===== config.mk =====
export PLATFORM = sky130hd
export DESIGN_NAME = nest_counter
export DESIGN_NICKNAME = d
export VERILOG_FILES = /design/src/rtl/nest_counter_pkg.sv /design/src/rtl/nest_counter_dim.sv /design/src/rtl/nest_counter.sv
export SDC_FILE = /design/constraint.sdc
export NUM_CORES = 1
export LEC_CHECK = 0
export BUFFER_PORTS_ARGS = -buffer_cell sky130_fd_sc_hd__clkbuf_2
export CORE_ASPECT_RATIO = 1.75
export CORE_UTILIZATION = 50
export DETAILED_ROUTE_END_ITERATION = 12
export PLACE_DENSITY_LB_ADDON = 0.05
export REMOVE_ABC_BUFFERS = 1
export SYNTH_ARGS = -nofsm -noshare
export SYNTH_HDL_FRONTEND = slang
export SYNTH_SLANG_ARGS = --single-unit

===== constraint.sdc =====
create_clock -name clk -period 6 [get_ports clk]
set_input_delay 0.9 -clock clk [delete_from_list [all_inputs] [get_ports clk]]
set_output_delay 0.9 -clock clk [all_outputs]
set_load 0.02 [all_outputs]

===== src/rtl/nest_counter_pkg.sv =====
// -----------------------------------------------------------------------------
// nest_counter_pkg
// Shared definitions for the nested loop counter.
//   MAX_DIM          : largest supported number of nested dimensions
//   state_e          : run-control states (IDLE, RUN)
//   ST_IDLE / ST_RUN : the same encodings as plain logic constants, which the
//                      FSM register and the debug port use directly
// -----------------------------------------------------------------------------
package nest_counter_pkg;

  localparam int MAX_DIM = 4;

  typedef enum logic [0:0] {
    IDLE = 1'b0,
    RUN  = 1'b1
  } state_e;

  localparam logic [0:0] ST_IDLE = 1'(IDLE);
  localparam logic [0:0] ST_RUN  = 1'(RUN);

endpackage


===== src/rtl/nest_counter_dim.sv =====
// -----------------------------------------------------------------------------
// nest_counter_dim
// One dimension of the nested loop counter: a CW-bit index that steps from 0
// to bound-1 and then wraps back to 0.
// Ports:
//   clk, rst  : clock, asynchronous active-high reset
//   inc       : advance this dimension by one this cycle
//   clr       : synchronous clear to 0 (wins over inc)
//   bound     : trip count of this dimension (only meaningful when nonzero)
//   cnt       : current index
//   at_last   : cnt == bound-1
//   wrap      : inc & at_last, the carry into the next outer dimension
// -----------------------------------------------------------------------------
module nest_counter_dim #(
  parameter int CW = 16
) (
  input  logic          clk,
  input  logic          rst,
  input  logic          inc,
  input  logic          clr,
  input  logic [CW-1:0] bound,
  output logic [CW-1:0] cnt,
  output logic          at_last,
  output logic          wrap
);

  logic [CW-1:0] cnt_q;
  logic [CW-1:0] cnt_d;
  logic [CW-1:0] bound_m1;

  // bound is never 0 while inc can be asserted, so bound-1 never underflows
  // in a way that matters; a bound of 1 keeps at_last high at index 0.
  assign bound_m1 = bound - CW'(1);
  assign at_last  = (cnt_q == bound_m1);
  assign wrap     = inc & at_last;
  assign cnt      = cnt_q;

  always_comb begin
    cnt_d = cnt_q;
    if (clr) begin
      cnt_d = '0;
    end else if (inc) begin
      cnt_d = at_last ? '0 : (cnt_q + CW'(1));
    end
  end

  always_ff @(posedge clk or posedge rst) begin
    if (rst) begin
      cnt_q <= '0;
    end else begin
      cnt_q <= cnt_d;
    end
  end

endmodule


===== src/rtl/nest_counter.sv =====
// -----------------------------------------------------------------------------
// nest_counter
// Multi-dimensional loop counter producing nested loop indices, dimension 0
// innermost. A run is started from IDLE with start, which latches the
// per-dimension bounds; each ena while busy advances one iteration; the cycle
// after the final iteration done pulses and the counter is back in IDLE.
//
// Handshake: start is accepted only in IDLE (ignored in RUN); ena is accepted
// only in RUN (ignored in IDLE, including the start cycle); clear is accepted
// in any state and overrides both. done is a single-cycle pulse that may
// coincide with a new start, which is then accepted normally.
//
// Ports:
//   clk, rst   : clock, asynchronous active-high reset
//   start      : begin a run, latching bound (IDLE only)
//   bound      : trip counts, dim d at [d*CW +: CW]; any zero gives an empty run
//   ena        : advance one iteration (RUN only)
//   clear      : synchronous abort to IDLE, no done pulse
//   cnt        : current indices, dim d at [d*CW +: CW]
//   last       : per-dimension "at final index", gated by busy
//   busy       : high while in RUN
//   done       : one-cycle pulse after a run completes
//   dbg_state  : current FSM state (ST_IDLE / ST_RUN)
//
// DIM must lie in 1..MAX_DIM.
// -----------------------------------------------------------------------------
module nest_counter
  import nest_counter_pkg::*;
#(
  parameter int CW  = 16,
  parameter int DIM = 3
) (
  input  logic              clk,
  input  logic              rst,
  input  logic              start,
  input  logic [DIM*CW-1:0] bound,
  input  logic              ena,
  input  logic              clear,
  output logic [DIM*CW-1:0] cnt,
  output logic [DIM-1:0]    last,
  output logic              busy,
  output logic              done,
  output logic [0:0]        dbg_state
);

  logic [0:0]        state_q;
  logic [0:0]        state_d;
  logic              busy_q;
  logic              busy_d;
  logic              done_q;
  logic              done_d;
  logic [DIM*CW-1:0] bound_q;
  logic [DIM*CW-1:0] bound_d;

  logic [DIM-1:0]    at_last;
  logic              any_zero;
  logic              all_last;
  logic              step;
  logic              final_step;

  // ---------------------------------------------------------------------------
  // Iteration control
  // ---------------------------------------------------------------------------
  // One iteration is consumed on every ena while running, unless clear aborts.
  assign step     = (state_q == ST_RUN) & ena & ~clear;
  assign all_last = &at_last;

  // Empty-run detect on the incoming bounds.
  always_comb begin
    any_zero = 1'b0;
    for (int d = 0; d < DIM; d++) begin
      if (bound[d*CW +: CW] == '0) begin
        any_zero = 1'b1;
      end
    end
  end

  // ---------------------------------------------------------------------------
  // Dimension chain: each dimension is advanced by the carry of the one inside
  // it, so the whole tuple updates in the same cycle. Per-iteration scalars
  // keep the carry chain free of vector-level combinational loops.
  // ---------------------------------------------------------------------------
  for (genvar d = 0; d < DIM; d++) begin : g_dim
    logic          inc_l;
    logic          wrap_l;
    logic          at_last_l;
    logic [CW-1:0] cnt_l;

    if (d == 0) begin : g_first
      assign inc_l = step;
    end else begin : g_rest
      assign inc_l = g_dim[d-1].wrap_l;
    end

    nest_counter_dim #(
      .CW (CW)
    ) u_dim (
      .clk     (clk),
      .rst     (rst),
      .inc     (inc_l),
      .clr     (clear),
      .bound   (bound_q[d*CW +: CW]),
      .cnt     (cnt_l),
      .at_last (at_last_l),
      .wrap    (wrap_l)
    );

    assign at_last[d]       = at_last_l;
    assign cnt[d*CW +: CW]  = cnt_l;
  end

  // The carry out of the outermost dimension already implies every at_last
  // bit; the explicit AND states the full-tuple condition directly.
  assign final_step = g_dim[DIM-1].wrap_l & all_last;

  // ---------------------------------------------------------------------------
  // Run-control FSM
  // ---------------------------------------------------------------------------
  always_comb begin
    state_d = state_q;
    bound_d = bound_q;
    done_d  = 1'b0;
    if (clear) begin
      state_d = ST_IDLE;
    end else begin
      case (state_q)
        ST_IDLE: begin
          if (start) begin
            bound_d = bound;
            if (any_zero) begin
              done_d = 1'b1;
            end else begin
              state_d = ST_RUN;
            end
          end
        end
        ST_RUN: begin
          // The counters wrap to 0 on their own at the final step.
          if (final_step) begin
            state_d = ST_IDLE;
            done_d  = 1'b1;
          end
        end
        default: begin
          state_d = ST_IDLE;
        end
      endcase
    end
    busy_d = (state_d == ST_RUN);
  end

  always_ff @(posedge clk or posedge rst) begin
    if (rst) begin
      state_q <= ST_IDLE;
      busy_q  <= 1'b0;
      done_q  <= 1'b0;
      bound_q <= '0;
    end else begin
      state_q <= state_d;
      busy_q  <= busy_d;
      done_q  <= done_d;
      bound_q <= bound_d;
    end
  end

  assign busy      = busy_q;
  assign done      = done_q;
  assign last      = busy_q ? at_last : '0;
  assign dbg_state = state_q;

endmodule

==> out/qor.yml, run 1 <==
drt:
  postRouteAntennaNets: 0
  dr.pass1.iters: 5
  wl_per_cell_um: 19.2
  vias: 5827
  routed_wl_um: 18700
  viasPerCell: 5.98
  remaining_drc_errors: 0
  drt_iter0_drc: 284
final_layout:
  layout_commonest_cell: "clkbuf_2"
  layout_common_cells: "clkbuf_2 (106), dfrtp_1 (98), nor2_1 (59)"
  drive_gt1_frac: 0.226
  syn_to_final_growth_pct: 14.5
  final_cells: 974
  fillers: 1102
  fin_area_um2: 7330
  post-route-util: 0.586
  diodes: 0
  nets: 860
floorplan:
  die_h_um: 152
  dieArea_um2: 13300
  rows: 54
  dieWidth_um: 87.5
  core_area_um2: 12500
  io-pin-count: 107
  initial_core_util: 0.512
timing:
  worst_pin_slew_ns: 1.12
  slew_headroom: 0.252
  setup_viol: 0
  layout_setup_ws_ns: 1.27
  min_period_ns: 4.73
  fmax_ghz: 0.211
  skew_ns: 0.00585
  final_hold_viol_count: 0
  final_max_slew_viol_count: 0
  timing.final.crit_share: 0.789
  tns_ns: 0
  rsz0062_at_grt: "false"
clocking:
  cts_tree: "built"
  clk_latency_ns: 0.35
  clock_sinks: 98
  post-cts-setup-buffer-count: 0
  clock_path_buffers: 2
  root_buffer: "clkbuf_16"
  cts.reportedPaths.clkPinSlew_ns: 0.08
  htreeDepth: 3
  cts_hold_buffers: 0
  cts_made_buffers: 9
  cts-resized-gates: 0
critical_path:
  cp_cell_sequence: "inv_1, ha_1, or4b_1, nor4_1, xnor2_1, nand4_1, nor4b_1, nand4b_1, nor2_1, clkbuf_2"
  cp.required_ns: 5.10
  r2r_setup_slack_ns: 1.74
  worstSetupPathType: "reg -> out"
  ff2ff_path_depth: 11
  arrival_ns: 3.83
  startpoint: "bound_q[16]$_DFFE_PP0P_"
  cp-start-kind: "flip-flop"
  slowest_delay_ns: 0.60
  cpMaxStageDelayCell: "or4b_1"
  end_kind: "output port"
  critPathMaxFanout: 8
  crit_buf_inv: 2
  r2r_end: "g_dim[2].u_dim.cnt[9]$_DFFE_PP0P_"
  rr_startpoint: "bound_q[16]$_DFFE_PP0P_"
  cp_num_cells: 10
  cp_top_family: "simple AND/OR/NAND/NOR gates"
placement:
  dp_cells: 958
  dp_hpwl_um: 14200
  dpl_worst_slack_ns: 1.74
  gp_congestion: 0.959
  port_buffers: 106
  dpl-instance-area_um2: 7040
yosys:
  async_flop_share: 1.00
  syn_avg_cell_area_um2: 8.97
  synth-seq-cells: 98
  synth_top_area_frac: 0.383
  synthTopCellsByArea: "dfrtp_1 (38%), mux2_2 (7.0%), xnor2_1 (6.0%)"
  yosysTopAreaCell: "dfrtp_1"
  synthFlopType: "dfrtp_1"
  netlist_instances: 714
  syn_area_um2: 6400
  synth-seq-area-share: 0.383
  ys_types: 68
  yosys_warnings: 0
  synth_enable_flop_cells: 0
power_and_ir_drop:
  swShare: 0.333
  ir_worst_vdd_mv: 0.249
  net-switching-power_uw: 601
  leakage_nw: 3.11
  p_int_mw: 1.21
  p_clk_frac: 0.319
  p_per_area_nw_per_um2: 247
  power.sequential.fraction: 0.453
  comb_power_share: 0.228
global_route:
  grt_pass1_vias: 5735
  grt_pass1_wl_um: 29100
  track_usage: 0.291
  grt_max_degree: 74
  antenna_found_initial: 0
  overflow: 0
job:
  timing.max_cap.violations: 0
worst_hold_path:
  hp-class: "in -> async"
outcome:
  run_status: "completed"
## cell usage after synthesis, drive strengths merged (17+ instances only)
library cell  instances
clkbuf               26
and3                 21
xnor2                44
xor2                 32
dfrtp                98
mux2                 40
nor2                 60
nor4                 27
nand2                52
inv                  24
nand3                33
a21oi                37
o21ai                50
nor3                 17
## flip-flops by register name, indices dropped and copies added, names as in the netlist
signal,count
bound_q,48
busy,1
done,1
g_dim.u_dim.cnt,48
## cells by family (layout without fill, tap and decap cells)
logic type,count (synthesis),in the layout,share of synthesized area
compound gates,133,133,0.128
xor+xnor,76,76,0.104
fa+ha+maj,6,6,0.0117
buf+inv,59,151,0.0383
flops,98,98,0.383
mux,52,52,0.0891
simple gates,290,290,0.246
## worst reg2reg max path, cell delays in order, from the launching register on
cell and delay (ns):
dfrtp_1 0.43, inv_1 0.10, ha_1 0.28, or4b_1 0.60
nor4_1 0.58, xnor2_1 0.19, nand4_1 0.10, nor4b_1 0.33
nand4b_1 0.43, or2_4 0.48, or4_1 0.53, a21oi_1 0.16
## power by group through the flow
stage / clock (mW) / combinational (mW) / sequential [mW]
after floorplan: 0 / 0.308 / 0.805
after detailed placement: 0 / 0.410 / 0.831
after global routing: 0.616 / 0.455 / 0.831
final: 0.576 / 0.412 / 0.819
after CTS: 0.594 / 0.412 / 0.819
after global placement: 0 / 0.398 / 0.828
## layer usage
layer | vias up | wire length, um | track usage
met2 | 178 | 10100 | 0.536
met4 | 0 | 947 | 0.170
met3 | 48 | 658 | 0.0395
met5 | - | 0 | 0
met1 | 2835 | 6970 | 0.310
li1 | 2766 | - | -
## layout make-up
class | count | area, um^2 | area share
clock buffer | 9 | 225 | 0.0307
timing repair buffer | 111 | 568 | 0.0775
tap | 168 | 210 | 0.0287
sequential | 98 | 2450 | 0.335
multi-input combinational | 557 | 3720 | 0.507
inverter | 24 | 92.6 | 0.0126
clock inverter | 7 | 62.6 | 0.00854
## metrics by stage
step                      hold slack (ns)  power (mW)
after CTS                           0.510        1.82
after global placement              0.513        1.23
after global routing                0.528        1.90
final                               0.509        1.81
after floorplan                     0.502        1.11
after detailed placement            0.520        1.24
## worst max-delay path by stage
stage,slack (ns),end
global route,1.00,last[1]
CTS,1.35,last[1]
global placement,1.90,last[1]
floorplan,1.50,last[2]
detailed placement,1.74,last[1]
finish,1.27,last[1]
No activity file was read; power rests on OpenSTA's default activity.
==> inputs of run 2 (changes only) <==
clock period = 4.9 ns   (was 6 ns; I/O delays follow)
==> run 2 against run 1 <==
Global-route usage decreased by 0.64 points. Count of clock-buffer cells in the layout unchanged. Via count increased by 0.65%. Sequential power increased by 23%. Largest cell class unchanged. Highest routed layer unchanged. Combinational power increased by 22%. Critical path depth unchanged. Die area unchanged. Critical path type unchanged.
==> out/qor.yml, run 2 (synthesized netlist as in run 1, its figures left out) <==
final_layout:
  layout_commonest_cell: "clkbuf_2"
  nets: 860
  post-route-util: 0.585
  drive_gt1_frac: 0.225
  diodes: 0
  layout_common_cells: "clkbuf_2 (106), dfrtp_1 (98), nor2_1 (59)"
  syn_to_final_growth_pct: 14.3
  final_cells: 973
job:
  timing.max_cap.violations: 0
critical_path:
  critPathMaxFanout: 8
  end_kind: "output port"
  cp.required_ns: 4.16
  cp-start-kind: "flip-flop"
  cp_cell_sequence: "inv_1, ha_1, or4b_1, nor4_1, xnor2_1, nand4_1, nor4b_1, nand4b_1, nor2_1, clkbuf_2"
  arrival_ns: 3.80
  cpMaxStageDelayCell: "or4b_1"
  slowest_delay_ns: 0.58
  worstSetupPathType: "reg -> out"
global_route:
  antenna_found_initial: 0
  grt_pass1_vias: 5651
  grt_max_degree: 68
  grt_pass1_wl_um: 28800
  overflow: 0
  track_usage: 0.284
power_and_ir_drop:
  comb_power_share: 0.230
  leakage_nw: 3.11
  p_per_area_nw_per_um2: 299
  p_clk_frac: 0.310
  power.sequential.fraction: 0.460
  ir_worst_vdd_mv: 0.180
  swShare: 0.328
  p_int_mw: 1.47
  net-switching-power_uw: 717
clocking:
  cts_made_buffers: 9
  clock_path_buffers: 2
  cts.reportedPaths.clkPinSlew_ns: 0.07
  post-cts-setup-buffer-count: 0
  cts_tree: "built"
  root_buffer: "clkbuf_16"
  cts_hold_buffers: 0
  clk_latency_ns: 0.34
  cts-resized-gates: 0
  clock_sinks: 98
  htreeDepth: 3
placement:
  dp_cells: 958
  gp_congestion: 0.943
  dp_hpwl_um: 14100
  port_buffers: 106
timing:
  timing.final.crit_share: 0.925
  rsz0062_at_grt: "false"
  slew_headroom: 0.252
  worst_pin_slew_ns: 1.12
  setup_viol: 0
  fmax_ghz: 0.221
  min_period_ns: 4.53
  tns_ns: 0
  final_hold_viol_count: 0
  skew_ns: 0.00752
  final_max_slew_viol_count: 0
outcome:
  run_status: "completed"
drt:
  dr.pass1.iters: 4
  routed_wl_um: 18400
  wl_per_cell_um: 18.9
  drt_iter0_drc: 311
  postRouteAntennaNets: 0
  remaining_drc_errors: 0
  vias: 5865
  viasPerCell: 6.03
floorplan:
  die_h_um: 152
  dieWidth_um: 87.5
  core_area_um2: 12500
  rows: 54
  io-pin-count: 107
  dieArea_um2: 13300
  initial_core_util: 0.512
worst_hold_path:
  hp-class: "reg -> reg"
-- run 2: cell types whose count changed in the layout (fill, tap and decap cells not counted) --
cell	delta
inv_6	+2
clkinvlp_4	-1
inv_8	-2
-- run 2: worst max-delay path, delay by kind of cell, from the launching register on --
kind	cells	cell delay [ns]
simple gates	6	2.24
flops	1	0.44
buf+inv	2	0.31
fa+ha+maj	1	0.28
xor+xnor	1	0.18
-- run 2: per-stage QoR --
step | total power [mW] | area [um^2] | hold slack, ns | setup slack, ns
detailed placement | 1.52 | 7040 | 0.513 | 0.799
global route | 2.30 | 7320 | 0.558 | 0.125
CTS | 2.20 | 7320 | 0.523 | 0.411
global placement | 1.50 | 7040 | 0.513 | 0.979
finish | 2.19 | 7320 | 0.520 | 0.369
floorplan | 1.36 | 6250 | 0.502 | 0.569
-- run 2: metal layers --
layer	up-vias	track usage	wire length, um
met4	0	0.125	735
met3	41	0.0358	655
met2	165	0.538	9950
met1	2905	0.309	7010
li1	2754	-	-
met5	-	0	0
-- run 2: path summary, 6_finish.rpt --
kind	start	to	slack, ns	depth (start not counted)
min reg2reg	g_dim[1].u_dim.cnt[15]$_DFFE_PP0P_	g_dim[1].u_dim.cnt[15]$_DFFE_PP0P_	0.52	1
max reg2reg	bound_q[16]$_DFFE_PP0P_	g_dim[2].u_dim.cnt[14]$_DFFE_PP0P_	0.68	11
min	g_dim[1].u_dim.cnt[15]$_DFFE_PP0P_	g_dim[1].u_dim.cnt[15]$_DFFE_PP0P_	0.52	1
max in group asynchronous	rst	g_dim[1].u_dim.cnt[0]$_DFFE_PP0P_	3.36	3
max	bound_q[16]$_DFFE_PP0P_	last[1]	0.37	10
min in group asynchronous	rst	bound_q[44]$_DFFE_PP0P_	0.57	2
-- run 2: layout make-up --
class                           count  area (um^2)
Fill cell                        1158         5180
Tap cell                          168          210
Multi-Input combinational cell    557         3720
Timing Repair Buffer              111          568
Clock buffer                        9          225
Sequential cell                    98         2450
Inverter                           24         92.6
Clock inverter                      6         50.0
-- run 2: power groups by stage --
stage | Combinational, mW | Clock, mW | Sequential [mW]
final | 0.503 | 0.678 | 1.01
after global routing | 0.553 | 0.729 | 1.02
after CTS | 0.501 | 0.690 | 1.01
after detailed placement | 0.499 | 0 | 1.02
after global placement | 0.484 | 0 | 1.02
after floorplan | 0.377 | 0 | 0.985
==> inputs of run 3 (changes only) <==
ABC_AREA = 1   (was not set)
==> run 3 against run 2 <==
Area after synthesis grew 14%. Final cell count grew 37%. Flip-flop and latch count did not move. Power rose by 5.4%. Combinational power up 5.6%. Critical path type unchanged.
==> out/qor.yml, run 3 <==
final_layout:
  fin_area_um2: 8290
  fillers: 1484
  layout_common_cells: "nand2_1 (245), nor2_1 (137), nand3_1 (128)"
  diodes: 0
  layout_commonest_cell: "nand2_1"
  nets: 1211
  syn_to_final_growth_pct: 13.2
  drive_gt1_frac: 0.157
  post-route-util: 0.577
  final_cells: 1337
job:
  timing.max_cap.violations: 0
drt:
  wl_per_cell_um: 15.8
  vias: 7346
  viasPerCell: 5.49
  dr.pass1.iters: 6
  remaining_drc_errors: 0
  postRouteAntennaNets: 0
  drt_iter0_drc: 318
  routed_wl_um: 21100
timing:
  fmax_ghz: 0.299
  slew_headroom: 0.400
  rsz0062_at_grt: "false"
  final_hold_viol_count: 0
  skew_ns: 0.00837
  holdWs_ns: 0.540
  tns_ns: 0
  min_period_ns: 3.34
  timing.final.crit_share: 0.683
  layout_setup_ws_ns: 1.56
  final_max_slew_viol_count: 0
  worst_pin_slew_ns: 0.899
  setup_viol: 0
worst_hold_path:
  hold_path_depth: 1
  hp-class: "reg -> reg"
  hp-start: "bound_q[47]$_DFFE_PP0P_"
  worstHoldEndpoint: "bound_q[47]$_DFFE_PP0P_"
yosys:
  synth_top_area_frac: 0.335
  synth-seq-cells: 98
  synthTopCellsByArea: "dfrtp_1 (33%), nand2_1 (13%), nand3_1 (8.8%)"
  synthFlopType: "dfrtp_1"
  synth-seq-area-share: 0.335
  yosys_warnings: 0
  syn_area_um2: 7320
  synth.most_common_cell: "nand2_1"
  syn_avg_cell_area_um2: 6.90
  synth_common_cells: "nand2_1 (245), nor2_1 (137), nand3_1 (129), inv_1 (119), dfrtp_1 (98)"
  yosysTopAreaCell: "dfrtp_1"
  synth_enable_flop_cells: 0
  ys_types: 45
  netlist_instances: 1061
  async_flop_share: 1.00
clocking:
  cts_tree: "built"
  post-cts-setup-buffer-count: 0
  htreeDepth: 3
  cts_hold_buffers: 0
  clock_path_buffers: 2
  cts.reportedPaths.clkPinSlew_ns: 0.07
  clk_latency_ns: 0.35
  clock_sinks: 98
  cts-resized-gates: 0
  root_buffer: "clkbuf_16"
  cts_made_buffers: 9
critical_path:
  worstSetupPathType: "reg -> out"
  r2r_end: "done$_DFF_PP0_"
  critPathMaxFanout: 6
  end_kind: "output port"
  ff2ff_path_depth: 12
  rr_startpoint: "bound_q[0]$_DFFE_PP0P_"
  cp-start-kind: "flip-flop"
  r2r_setup_slack_ns: 2.04
  arrival_ns: 2.61
  cp.required_ns: 4.16
global_route:
  overflow: 0
  grt_pass1_vias: 6949
  grt_max_degree: 86
  antenna_found_initial: 0
  track_usage: 0.291
  grt_pass1_wl_um: 34100
floorplan:
  io-pin-count: 107
  dieArea_um2: 15200
  initial_core_util: 0.510
  die_h_um: 162
  core_area_um2: 14400
  rows: 58
  dieWidth_um: 93.5
power_and_ir_drop:
  leakage_nw: 4.06
  finalPower_mw: 2.30
  p_per_area_nw_per_um2: 278
  ir_worst_vdd_mv: 0.160
placement:
  port_buffers: 106
  dpl_worst_slack_ns: 1.93
  dp_cells: 1321
  gp_congestion: 0.940
  dpl-instance-area_um2: 7960
  dp_hpwl_um: 16800
outcome:
  run_status: "completed"
[run 3: final cells by class]
| type | count | area (um^2) | share of cell area |
|---|---|---|---|
| Clock inverter | 5 | 85.1 | 0.0103 |
| Clock buffer | 11 | 253 | 0.0305 |
| Timing Repair Buffer | 108 | 546 | 0.0658 |
| Sequential cell | 98 | 2450 | 0.296 |
| Multi-Input combinational cell | 811 | 4260 | 0.514 |
| Tap cell | 180 | 225 | 0.0272 |
| Inverter | 124 | 468 | 0.0564 |
[run 3: cells by family (layout without fill, tap and decap cells)]
group,after synthesis,after routing,share of synthesized area
simple gates,634,634,0.403
fa+ha+maj,6,6,0.0103
flops,98,98,0.335
buf+inv,152,248,0.0846
compound gates,91,91,0.0665
xor+xnor,69,69,0.0835
mux,11,11,0.0169
[run 3: report_power, final]
| group | total (mW) | switching [mW] | internal [mW] | leakage (nW) |
|---|---|---|---|---|
| clock | 0.803 | 0.325 | 0.479 | 0.162 |
| sequential | 0.971 | 0.0910 | 0.880 | 1.24 |
| combinational | 0.531 | 0.340 | 0.190 | 2.66 |
| total | 2.30 | 0.756 | 1.55 | 4.06 |
[run 3: worst max path at each step]
stage / cells past startpoint / startpoint / to
2_1_floorplan: 3 / clear / bound_q[10]$_DFFE_PP0P_
3_3_place_gp: 11 / bound_q[32]$_DFFE_PP0P_ / last[2]
3_5_place_dp: 11 / bound_q[32]$_DFFE_PP0P_ / last[2]
4_1_cts: 11 / bound_q[32]$_DFFE_PP0P_ / last[2]
5_1_grt: 11 / bound_q[32]$_DFFE_PP0P_ / last[2]
6_report: 11 / bound_q[32]$_DFFE_PP0P_ / last[2]
[run 3: critical path, cell delays in order, from the launching register on]
cell and delay, ns:
dfrtp_1 0.38, inv_1 0.14, ha_1 0.24, nand2_1 0.10, nor2_1 0.24, nand4_1 0.21, nand2_1 0.10, nand3_1 0.07
nor4_1 0.29, nand3_1 0.10, nor3_1 0.19, clkbuf_2 0.21
[run 3: routing by layer]
layer / track usage / part of all wire / vias to the layer above
met5: 0 / 0 / -
met4: 0.139 / 0.041 / 0
met3: 0.0290 / 0.035 / 56
met2: 0.547 / 0.54 / 196
met1: 0.318 / 0.38 / 3445
li1: - / - / 3649
